File: config.mk
export PLATFORM = sky130hd
export DESIGN_NAME = my_mod_gen_v1
export DESIGN_NICKNAME = d
export VERILOG_FILES = /design/src/rtl/my_mod_gen_v1.sv
export SDC_FILE = /design/constraint.sdc
export NUM_CORES = 1
export LEC_CHECK = 0
export CORE_ASPECT_RATIO = 0.75
export CORE_MARGIN = 10
export CORE_UTILIZATION = 44
export DETAILED_ROUTE_END_ITERATION = 6
export PLACE_DENSITY_LB_ADDON = 0.25
export SLEW_MARGIN = 5
export SYNTH_ARGS = -nofsm -noshare
export SYNTH_HDL_FRONTEND = slang
export SYNTH_SLANG_ARGS = --single-unit
File: constraint.sdc
create_clock -name i_clk -period 8 [get_ports i_clk]
set_input_delay 1.6 -clock i_clk [delete_from_list [all_inputs] [get_ports i_clk]]
set_output_delay 1.6 -clock i_clk [all_outputs]
set_load 0.02 [all_outputs]
File: src/rtl/my_mod_gen_v1.sv
// Square-wave modulation generator with serrodyne ramp feedback for the phase-modulator DAC.
// Emits alternating LOW/HIGH half-periods, a trigger at each half start and a saturated DAC code.
module my_mod_gen_v1 #(
  parameter int DAC_BIT    = 16,
  parameter int RAMP_SHIFT = 16
) (
  input  logic                      i_clk,
  input  logic                      i_rst_n,
  input  logic                      i_status,
  input  logic [31:0]               i_freq_cnt,
  input  logic signed [31:0]        i_mod_high,
  input  logic signed [31:0]        i_mod_low,
  input  logic signed [31:0]        i_ramp_step,
  input  logic                      i_ramp_en,
  output logic signed [DAC_BIT-1:0] o_dac,
  output logic                      o_trig,
  output logic                      o_phase,
  output logic signed [31:0]        o_ramp,
  output logic [3:0]                o_cstate
);

  localparam logic [3:0] ST_RST   = 4'd0;
  localparam logic [3:0] ST_LOAD  = 4'd1;
  localparam logic [3:0] ST_RUN_L = 4'd2;
  localparam logic [3:0] ST_RUN_H = 4'd3;

  localparam logic signed [32:0] SAT_HI = (33'sd1 <<< (DAC_BIT - 1)) - 33'sd1;
  localparam logic signed [32:0] SAT_LO = -(33'sd1 <<< (DAC_BIT - 1));

  logic [3:0]         cstate;
  logic [31:0]        cnt;
  logic [31:0]        reload;
  logic signed [31:0] ramp_upd;

  assign reload   = ((i_freq_cnt < 32'd2) ? 32'd2 : i_freq_cnt) - 32'd1;
  assign ramp_upd = i_ramp_en ? (o_ramp + i_ramp_step) : o_ramp;
  assign o_cstate = cstate;

  function automatic logic signed [DAC_BIT-1:0] dac_sat(input logic signed [31:0] level,
                                                        input logic signed [31:0] rampv);
    logic signed [31:0] shifted;
    logic signed [32:0] sum;
    shifted = rampv >>> RAMP_SHIFT;
    sum     = {level[31], level} + {shifted[31], shifted};
    if (sum > SAT_HI)      return SAT_HI[DAC_BIT-1:0];
    else if (sum < SAT_LO) return SAT_LO[DAC_BIT-1:0];
    else                   return sum[DAC_BIT-1:0];
  endfunction

  // Period and levels are sampled straight from the inputs at each half boundary;
  // the level lives on in o_dac and the period in the reloaded counter.
  always_ff @(posedge i_clk or negedge i_rst_n) begin
    if (!i_rst_n) begin
      cstate  <= ST_RST;
      cnt     <= '0;
      o_ramp  <= '0;
      o_dac   <= '0;
      o_trig  <= 1'b0;
      o_phase <= 1'b0;
    end else if (!i_status) begin
      cstate  <= ST_RST;
      cnt     <= '0;
      o_ramp  <= '0;
      o_dac   <= '0;
      o_trig  <= 1'b0;
      o_phase <= 1'b0;
    end else begin
      case (cstate)
        ST_RST: begin
          cstate  <= ST_LOAD;
          o_trig  <= 1'b0;
          o_phase <= 1'b0;
          o_dac   <= '0;
        end
        ST_LOAD: begin
          cstate  <= ST_RUN_L;
          cnt     <= reload;
          o_trig  <= 1'b1;
          o_phase <= 1'b0;
          o_dac   <= dac_sat(i_mod_low, o_ramp);
        end
        ST_RUN_L: begin
          if (cnt == '0) begin
            cstate  <= ST_RUN_H;
            cnt     <= reload;
            o_trig  <= 1'b1;
            o_phase <= 1'b1;
            o_dac   <= dac_sat(i_mod_high, o_ramp);
          end else begin
            cnt    <= cnt - 32'd1;
            o_trig <= 1'b0;
          end
        end
        ST_RUN_H: begin
          if (cnt == '0) begin
            cstate  <= ST_RUN_L;
            cnt     <= reload;
            o_ramp  <= ramp_upd;
            o_trig  <= 1'b1;
            o_phase <= 1'b0;
            o_dac   <= dac_sat(i_mod_low, ramp_upd);
          end else begin
            cnt    <= cnt - 32'd1;
            o_trig <= 1'b0;
          end
        end
        default: begin
          cstate  <= ST_RST;
          cnt     <= '0;
          o_ramp  <= '0;
          o_dac   <= '0;
          o_trig  <= 1'b0;
          o_phase <= 1'b0;
        end
      endcase
    end
  end

endmodule

==> results.md, run 1 <==
- Leak Pwr: 6.746 nW
- Post-layout min period: 7.667 ns
- Hold path cells: 2
- GRT overflow: 0
- Largest net degree at the start of global routing: 68
- Core ar.: 28990 µm²
- All-layer global routing usage: 0.2395
- Initial DRT Pass Iterations: 5
- Ports: 186
- Die extent in x: 217.5 µm
- Post-Layout Cell Count: 2332
- Mean Syn Cell Area: 7.258 µm²
- Area share of the largest cell type after synthesis: 0.1633
- DR iter-0 viols: 1399
- CP max FO: 15
- Antenna Nets Post-Route: 0
- Vias: 14.38k
- Busiest grt layer: met2
- Crit path arrival time: 7.82 ns
- H-tree levels: 3
- FMAX: 130.4 MHz
- Mapped Cells: 1774
- Ranking of synthesized cells by area: dfrtp_1, ha_1, a21oi_1, nand2_1, o21ai_0
- Drt via density: 6.166
- Final worst path period share: 0.9584
- CTS Buf Count: 9
- WS Path Type: in -> reg
- Finish-stage setup viols: 0
- WL final: 45750 µm
- Final Wtd Congestion: 0.9551
- M1 GR Usage: 0.3418
- GRT met3 Usage: 0.04692
- Die area: 36570 µm²
- Layout cells sized above 1: 0.06340
- Top cell type by total area after synthesis: dfrtp_1
- Nets: 2201
- PortBufs: 183
- GR Util met2: 0.3613
- Dpl hpwl: 36030 µm
- Initial Util: 0.4442
- Max-Cap Viols: 0
- Slew margin rel.: 0.1259
- Worst setup SP type: primary input
- Clock Sinks: 84
- Netlist cell types: 92
- Cell area after synthesis: 12870 µm²
- EDFF count, synth: 0
- Setup_tns: 0 ns
- Row cnt: 54
- R2R depth: 25
- Ys async rst share: 1.000
- Worst-Margin Slew: 1.306 ns
- Fillers: 2748
- Most used DFF post-synth: dfrtp_1
- CTS tree: built
- Peak VDD IR: 0.1037 mV
- Sequential element share of the synthesized area: 0.1633
- Final max-slew violation count: 0
- Final Hold Viols: 0
- Clk_lat worst skew: 0.36 ns
- Number of diodes: 0
- Root Buffer: clkbuf_16
- Area grow syn2layout: 21.60%
- Routed wire per std cell: 19.62 µm
- Clock transition at path regs: 0.06 ns
- CP required: 8.15 ns
- Flops & latches, synth: 84
- Initial antenna violation count: 1
- Outcome: complete, no violations
- Synth warn: 0
- Pwr/cell area: 137.4 nW/µm²
- Skew final: 0.01383 ns
- # DRC: 0
- Most frequent cells in the layout: nand2_1, clkdlybuf4s50_1, a21oi_1, nor2_1, ha_1
- HP Class: reg -> reg
- Commonest non-fill, non-tap cell in the layout: nand2_1
- Placed Cells incl. Taps: 2312
- DIE HEIGHT: 168.1 µm
- Worst-case clock buffer depth: 2
- Crit end category: flip-flop
- First-pass GRT wire length: 72550 µm
- Number of global-route vias before repair: 13.48k
## critical path, cell delays in order
cell             delay (ns)
clkdlybuf4s50_1        0.46
ha_1                   0.16
inv_1                  0.05
fa_1                   0.40
nor2b_1                0.13
o21a_1                 0.16
o21ai_1                0.12
a2111oi_2              0.37
buf_4                  0.16
o31ai_1                0.07
nand2b_1               0.11
a31oi_1                0.14
xnor2_1                0.15
mux2_2                 0.29
ha_1                   0.23
fa_1                   0.45
a211oi_2               0.25
o21ai_1                0.20
a211oi_2               0.39
a2111oi_2              0.14
or4_1                  0.46
xnor2_1                0.29
nand4_1                0.19
nor4b_2                0.23
a41oi_1                0.15
buf_6                  0.19
o21ai_1                0.14
nand4_1                0.12
## stage by stage
stage               cell area [µm²]  hold slack, ns    util  total power, mW  setup WS [ns]
finish                        15660          0.5219  0.5401            2.152         0.3326
detailed placement            15210          0.5165  0.5246            1.639        -0.2483
global route                  15660          0.5524  0.5401            2.284       -0.03364
CTS                           15530          0.5298  0.5360            2.123        0.08904
floorplan                     12880          0.4557       -            1.282         0.4393
global placement              15210          0.4742  0.5246            1.630        -0.1824
## report_power, final
group	switching (mW)	leakage, nW	internal (mW)
registers	0.0732	1.15	0.488
logic	0.673	5.44	0.437
clock network	0.197	0.156	0.284
## state kept, by name (all words and copies together), names as in the netlist
signal,count
o_ramp,32
o_trig,1
cnt,32
o_cstate,2
o_phase,1
o_dac,16
## timing repair
item                                    4_1_cts  5_1_grt
hold buffers                                  0        0
endpoints found under the setup margin        0       16
setup buffers                                 0        4
gates resized for setup                       0       24
## synth_stat cells, drive strengths merged (13+ instances only)
| library cell | n |
|---|---|
| nor3 | 59 |
| nor2 | 151 |
| nor4 | 21 |
| dfrtp | 84 |
| nand3 | 44 |
| o21ai | 153 |
| nand4 | 52 |
| a221oi | 13 |
| or3 | 23 |
| a21o | 50 |
| mux2i | 13 |
| a21oi | 178 |
| clkbuf | 73 |
| a211oi | 38 |
| mux2 | 16 |
| o211ai | 15 |
| nand2b | 17 |
| xor2 | 61 |
| a31oi | 23 |
| and3 | 21 |
| ha | 130 |
| inv | 48 |
| or4 | 15 |
| o21bai | 19 |
| xnor2 | 65 |
| nand2 | 205 |
## cell families after synthesis
logic type      Yosys count  share of synthesized area
simple gates            672                     0.2576
compound gates          600                     0.2972
fa+ha+maj               134                     0.1326
buf+inv                 128                    0.03926
xor+xnor                126                    0.08571
flops                    84                     0.1633
mux                      29                    0.02410
other cells               1                  0.0002913
## worst paths after layout
kind                       slack, ns                   from                   end
max reg2reg                     1.63  o_ramp[1]$_DFFE_PN0P_  o_dac[3]$_DFFE_PN0P_
max                             0.33         i_ramp_step[0]  o_dac[3]$_DFFE_PN0P_
min                             0.52    cnt[28]$_DFFE_PN0P_   cnt[28]$_DFFE_PN0P_
min reg2reg                     0.52    cnt[28]$_DFFE_PN0P_   cnt[28]$_DFFE_PN0P_
min in group asynchronous       1.11                i_rst_n   cnt[15]$_DFFE_PN0P_
max in group asynchronous       5.67                i_rst_n  o_dac[9]$_DFFE_PN0P_
## per-layer routing
layer / up-vias / wire, µm
li1: 6977 / -
met1: 6717 / 21190
met2: 632 / 19640
met3: 53 / 4065
met4: 0 / 844
met5: - / 0
## area by class of cell
cell class                 count  area, µm²  share of cell area
inverter                      48      180.2             0.01151
tap                          392      490.5             0.03133
multi-input combinational   1563      10360              0.6620
clock inverter                 5      85.08            0.005434
clock buffer                  11      242.7             0.01550
sequential                    84       2102              0.1343
timing repair buffer         229       2191              0.1399
No activity file was read; power rests on OpenSTA's default activity.
==> run 2: changes to the inputs <==
- CORE_UTILIZATION: 44 -> 50
==> run 2 against run 1 <==
Compared with the run above:
- sequential power grew 1%
- clock skew shrank 0.0033 ns
- critical endpoint is now o_dac[12]$_DFFE_PN0P_
- clock power shrank 8.1%
- worst setup slack lost 0.064 ns
- register-to-register slack lost 0.16 ns
- via count grew 0.45%
- non-clock buffer count shrank 2
- first-iteration DRC count shrank 7.6%
- sequential share of layout area grew 0.057 points
- combinational power is essentially flat
==> results.md, run 2 (synthesis results as in run 1) <==
- CP max FO: 7 (was 15)
- Cts hold-fix bufs: 0 (unchanged)
- Reg2reg end: o_dac[12]$_DFFE_PN0P_ (was o_dac[3]$_DFFE_PN0P_)
- Clock transition at path regs: 0.06 ns (about the same)
- HP Class: reg -> reg (unchanged)
- Skew final: 0.01051 ns (was 0.01383 ns)
- H-tree levels: 3 (unchanged)
- Leak Pwr: 6.724 nW (was 6.746 nW)
- Initial Util: 0.5119 (was 0.4442)
- NetSw: 0.9390 mW (was 0.9435 mW)
- Routed wire per std cell: 19.62 µm (about the same)
- FMAX: 129.3 MHz (was 130.4 MHz)
- GRT overflow: 0 (unchanged)
- Crit path arrival time: 7.90 ns (was 7.82 ns)
- Dpl hpwl: 35140 µm (was 36030 µm)
- Number of diodes: 0 (unchanged)
- CTS Buf Count: 9 (unchanged)
- DR iter-0 viols: 1292 (was 1399)
- WHS: 0.4973 ns (was 0.5219 ns)
- Vias: 14.44k (was 14.38k)
- Largest net degree at the start of global routing: 67 (was 68)
- PortBufs: 183 (unchanged)
- Root Buffer: clkbuf_16 (unchanged)
- Worst-Margin Slew: 1.148 ns (was 1.306 ns)
- Final Wtd Congestion: 0.9680 (was 0.9551)
- Combinational Power Share: 0.522 (was 0.516)
- # DRC: 0 (unchanged)
- Worst reg-to-reg setup slack: 1.47 ns (was 1.63 ns)
- Final worst path period share: 0.9664 (was 0.9584)
- Clk_lat worst skew: 0.36 ns (about the same)
- Buffers & Inverters on Critical Path: 5 (was 4)
- Core ar.: 25150 µm² (was 28990 µm²)
- Sw Share: 0.4436 (was 0.4385)
- Post-layout min period: 7.731 ns (was 7.667 ns)
- Placed Cells incl. Taps: 2256 (was 2312)
- Ports: 186 (unchanged)
- Nets: 2199 (was 2201)
- WL final: 44650 µm (was 45750 µm)
- Total power: 2.117 mW (was 2.152 mW)
- Power share of the clock group: 0.209 (was 0.224)
- Area grow syn2layout: 21.09% (was 21.60%)
- Number of global-route vias before repair: 13.52k (was 13.48k)
- Most frequent cells in the layout: nand2_1, clkdlybuf4s50_1, a21oi_1, nor2_1, ha_1 (unchanged)
- Clock Sinks: 84 (unchanged)
- Slowest CP cell: clkdlybuf4s50_1 (unchanged)
- R2R depth: 25 (unchanged)
- Antenna Nets Post-Route: 0 (unchanged)
- Post-Layout Cell Count: 2276 (was 2332)
- Worst setup SP type: primary input (unchanged)
- Final max-slew violation count: 0 (unchanged)
- Layout cells sized above 1: 0.06450 (was 0.06340)
- DIE HEIGHT: 159.0 µm (was 168.1 µm)
- Pint: 1.178 mW (was 1.208 mW)
- Top Registers: cnt x32, o_ramp x32, o_dac x16 (unchanged)
- Hold path cells: 2 (unchanged)
- Drt via density: 6.346 (was 6.166)
- FF-to-FF Start: o_ramp[17]$_DFFE_PN0P_ (was o_ramp[1]$_DFFE_PN0P_)
- Max-Cap Viols: 0 (unchanged)
- Cell mode on critical path: o21ai_1 (unchanged)
- Row cnt: 50 (was 54)
- Slew margin rel.: 0.2346 (was 0.1259)
- CP max stage delay: 0.46 ns (about the same)
- CTS tree: built (unchanged)
- Peak VDD IR: 0.1099 mV (was 0.1037 mV)
- All-layer global routing usage: 0.2617 (was 0.2395)
- Die area: 32640 µm² (was 36570 µm²)
- Final Hold Viols: 0 (unchanged)
- Seq pwr share: 0.269 (was 0.261)
- Crit end category: flip-flop (unchanged)
- CP top delay family: compound AO/OA/AOI/OAI gates (unchanged)
- Worst-case clock buffer depth: 2 (unchanged)
- Hold Path End: cnt[28]$_DFFE_PN0P_ (unchanged)
- Hold path startpoint: cnt[28]$_DFFE_PN0P_ (unchanged)
- CP required: 8.17 ns (was 8.15 ns)
- Initial DRT Pass Iterations: 5 (unchanged)
- First-pass GRT wire length: 71170 µm (was 72550 µm)
- WS Path Type: in -> reg (unchanged)
- Die extent in x: 205.3 µm (was 217.5 µm)
- Pwr/cell area: 135.8 nW/µm² (was 137.4 nW/µm²)
- Initial antenna violation count: 0 (was 1)
- Outcome: complete, no violations (unchanged)
- Finish-stage setup viols: 0 (unchanged)
- Commonest non-fill, non-tap cell in the layout: nand2_1 (unchanged)
run 2: timing repair:
action,CTS,global route
setup buffers,0,3
gates resized for setup,0,30
setup endpoints to repair,0,15
run 2: worst max path at each step:
stage                               start                     to  slack (ns)  cells after the start
after detailed placement   i_ramp_step[0]   o_dac[3]$_DFFE_PN0P_       -0.02                     30
final                      i_ramp_step[0]  o_dac[12]$_DFFE_PN0P_        0.27                     30
after CTS                  i_ramp_step[0]  o_dac[12]$_DFFE_PN0P_        0.33                     28
after floorplan           i_ramp_step[16]  o_dac[12]$_DFFE_PN0P_        0.44                     24
after global routing       i_ramp_step[0]  o_dac[13]$_DFFE_PN0P_       -0.06                     30
after global placement     i_ramp_step[0]  o_dac[10]$_DFFE_PN0P_        0.05                     30
run 2: tightest hold or removal path, cell delays in order (launching register included):
cell and delay (ns):
dfrtp_1 0.35, nand2_1 0.05, o21ai_1 0.06
run 2: power by group through the flow:
stage	sequential, mW	clock [mW]	combinational (mW)
2_1_floorplan	0.568	0	0.714
3_3_place_gp	0.572	0	1.05
3_5_place_dp	0.573	0	1.07
4_1_cts	0.567	0.444	1.07
5_1_grt	0.577	0.461	1.22
6_report	0.569	0.442	1.11
run 2: metal layers:
layer  share of wire  track usage
met1            0.45       0.3653
met4           0.020      0.05802
met3           0.090      0.04955
met2            0.44       0.4069
met5               0            0
run 2: cell type report:
| type | count | area [µm²] |
|---|---|---|
| clock buffer | 11 | 242.7 |
| multi-input combinational | 1563 | 10410 |
| sequential | 84 | 2102 |
| fill | 2330 | 9559 |
| clock inverter | 5 | 58.81 |
| inverter | 48 | 180.2 |
| tap | 338 | 422.9 |
| timing repair buffer | 227 | 2173 |
run 2: per-stage QoR:
step	setup slack, ns	utilization	TNS, ns	cell area (µm²)
after floorplan	0.4393	-	0	12880
after global placement	0.04943	0.6014	0	15120
after detailed placement	-0.02152	0.6014	-0.03645	15120
after CTS	0.3334	0.6134	0	15430
after global routing	-0.06275	0.6199	-0.5252	15590
final	0.2687	0.6199	0	15590
==> run 3: changes to the inputs <==
- RECOVER_POWER: not set -> 25
==> run 3 against run 2 <==
Compared with the run above:
- the run now ends with max-capacitance violations, max-slew violations left
- die area stayed put
- clock power hardly changed
- via count is 0.30% higher
- hold slack worse by 0.0041 ns
- non-clock buffer count stayed put
- count of clock-buffer cells in the layout stayed put
- core utilization hardly changed
- sequential share of layout area hardly changed
- power is 0.20% higher
- clock skew is 0.00089 ns higher
- highest routed layer unchanged
==> results.md, run 3 (synthesis results as in run 1) <==
- Outcome: complete, but fails checks (was complete, no violations)
- Failing checks: max-capacitance violations, max-slew violations
- Hold path startpoint: cnt[28]$_DFFE_PN0P_ (unchanged)
- Largest net degree at the start of global routing: 67 (unchanged)
- Die area: 32640 µm² (unchanged)
- Most frequent cells in the layout: nand2_1, clkdlybuf4s50_1, a21oi_1, nor2_1, ha_1 (unchanged)
- Crit end category: flip-flop (unchanged)
- DIE HEIGHT: 159.0 µm (unchanged)
- Clock transition at path regs: 0.06 ns (about the same)
- CP required: 8.17 ns (about the same)
- FMAX: 128.4 MHz (was 129.3 MHz)
- Setup_tns: 0 ns (unchanged)
- # DRC: 0 (unchanged)
- Final Wtd Congestion: 0.9680 (unchanged)
- FF-to-FF Start: o_ramp[17]$_DFFE_PN0P_ (unchanged)
- Area post-placement: 15120 µm² (unchanged)
- Slew margin rel.: -1.467 (was 0.2346)
- Initial Util: 0.5119 (unchanged)
- GRT overflow: 0 (unchanged)
- Leak Pwr: 6.717 nW (was 6.724 nW)
- PortBufs: 183 (unchanged)
- R2R depth: 25 (unchanged)
- Core ar.: 25150 µm² (unchanged)
- Worst reg-to-reg setup slack: 1.42 ns (was 1.47 ns)
- WS Path Type: in -> reg (unchanged)
- Initial DRT Pass Iterations: 5 (unchanged)
- First-pass GRT wire length: 71170 µm (unchanged)
- Initial antenna violation count: 0 (unchanged)
- CTS Buf Count: 9 (unchanged)
- Final Hold Viols: 0 (unchanged)
- Slowest CP cell: clkdlybuf4s50_1 (unchanged)
- Worst-Margin Slew: 3.700 ns (was 1.148 ns)
- Buffers & Inverters on Critical Path: 5 (unchanged)
- Post-Layout Cell Count: 2276 (unchanged)
- CTS tree: built (unchanged)
- Commonest non-fill, non-tap cell in the layout: nand2_1 (unchanged)
- Number of global-route vias before repair: 13.52k (unchanged)
- Finish-stage setup viols: 0 (unchanged)
- Top Registers: cnt x32, o_ramp x32, o_dac x16 (unchanged)
- Worst setup SP type: primary input (unchanged)
- Hold Path End: cnt[28]$_DFFE_PN0P_ (unchanged)
- H-tree levels: 3 (unchanged)
- Vias: 14.49k (was 14.44k)
- Final worst path period share: 0.9733 (was 0.9664)
- All-layer global routing usage: 0.2617 (unchanged)
- Design Area, Final: 15580 µm² (was 15590 µm²)
- CP max stage delay: 0.46 ns (about the same)
- Row cnt: 50 (unchanged)
- Clk_lat worst skew: 0.37 ns (was 0.36 ns)
- Worst-case clock buffer depth: 2 (unchanged)
- Root Buffer: clkbuf_16 (unchanged)
- WL final: 44660 µm (was 44650 µm)
- Skew final: 0.01140 ns (was 0.01051 ns)
- Hold path cells: 2 (unchanged)
- Reg2reg end: o_dac[12]$_DFFE_PN0P_ (unchanged)
- Post-layout min period: 7.787 ns (was 7.731 ns)
- Setup slack after layout: 0.2132 ns (was 0.2687 ns)
- Area grow syn2layout: 21.03% (was 21.09%)
- Post-Route Utilization: 0.6196 (was 0.6199)
- DR iter-0 viols: 1394 (was 1292)
- Nets: 2199 (unchanged)
- Setup WS pre-CTS: -0.02152 ns (unchanged)
- Crit path arrival time: 7.96 ns (was 7.90 ns)
- Placed Cells incl. Taps: 2256 (unchanged)
- Ports: 186 (unchanged)
- Clock Sinks: 84 (unchanged)
- Layout cells sized above 1: 0.06347 (was 0.06450)
- Cell mode on critical path: o21ai_1 (unchanged)
- Cts hold-fix bufs: 0 (unchanged)
- Routed wire per std cell: 19.62 µm (about the same)
- Max-Cap Viols: 1 (was 0)
- Final max-slew violation count: 67 (was 0)
- CP max FO: 7 (unchanged)
- Drt via density: 6.366 (was 6.346)
- CP top delay family: compound AO/OA/AOI/OAI gates (unchanged)
- Pwr/cell area: 136.1 nW/µm² (was 135.8 nW/µm²)
- Dpl hpwl: 35140 µm (unchanged)
- Number of diodes: 0 (unchanged)
- Antenna Nets Post-Route: 0 (unchanged)
- Die extent in x: 205.3 µm (unchanged)
- Peak VDD IR: 0.1096 mV (was 0.1099 mV)
- HP Class: reg -> reg (unchanged)
==> run 3: cell count changes in the layout (fill, tap and decap cells not counted), sizes merged <==
cell / before / now
buf: 45 / 43
clkbuf: 11 / 13
==> run 3: cell type report <==
class	count	area, µm²
clock inverter	5	58.81
sequential	84	2102
timing repair buffer	227	2166
fill	2332	9567
multi-input combinational	1563	10410
tap	338	422.9
clock buffer	11	242.7
inverter	48	180.2
==> run 3: worst max-delay path by stage <==
| stage | start | to | slack [ns] | cells past startpoint |
|---|---|---|---|---|
| after global placement | i_ramp_step[0] | o_dac[10]$_DFFE_PN0P_ | 0.05 | 30 |
| final | i_ramp_step[0] | o_dac[12]$_DFFE_PN0P_ | 0.21 | 30 |
| after CTS | i_ramp_step[0] | o_dac[12]$_DFFE_PN0P_ | 0.33 | 28 |
| after global routing | i_ramp_step[0] | o_dac[13]$_DFFE_PN0P_ | -0.06 | 30 |
| after detailed placement | i_ramp_step[0] | o_dac[3]$_DFFE_PN0P_ | -0.02 | 30 |
| after floorplan | i_ramp_step[16] | o_dac[12]$_DFFE_PN0P_ | 0.44 | 24 |
==> run 3: per-layer routing <==
metal,GRT usage,up-vias,share of wire
met4,0.05802,0,0.021
met1,0.3653,6788,0.44
met2,0.4069,659,0.44
met5,0,-,0
li1,-,6976,-
met3,0.04955,65,0.093
==> run 3: report_power, final <==
part	switching [mW]	total, mW	internal [mW]	leakage, nW
Sequential	0.0812	0.569	0.488	1.15
Clock	0.192	0.443	0.251	0.142
Combinational	0.671	1.11	0.438	5.42
Total	0.943	2.12	1.18	6.72
==> run 3: worst reg2reg max path: cells and delay by family, from the launching register on <==
family | cells | cell delay [ns]
AO/OA/AOI/OAI | 10 | 2.16
XOR/XNOR | 1 | 0.29
adder cells (fa/ha/maj) | 2 | 0.58
buffers and inverters | 3 | 0.67
flip-flops | 1 | 0.51
AND/OR/NAND/NOR | 9 | 2.16
==> run 3: per-stage QoR <==
stage / hold slack [ns] / total power [mW]
6_report: 0.4932 / 2.121
5_1_grt: 0.5366 / 2.253
4_1_cts: 0.4906 / 2.084
3_5_place_dp: 0.4768 / 1.640
3_3_place_gp: 0.4705 / 1.624
2_1_floorplan: 0.4557 / 1.282
==> run 3: repair_timing <==
item	CTS	global route
setup buffers	0	3
gates resized for setup	0	30
setup endpoints to repair	0	15
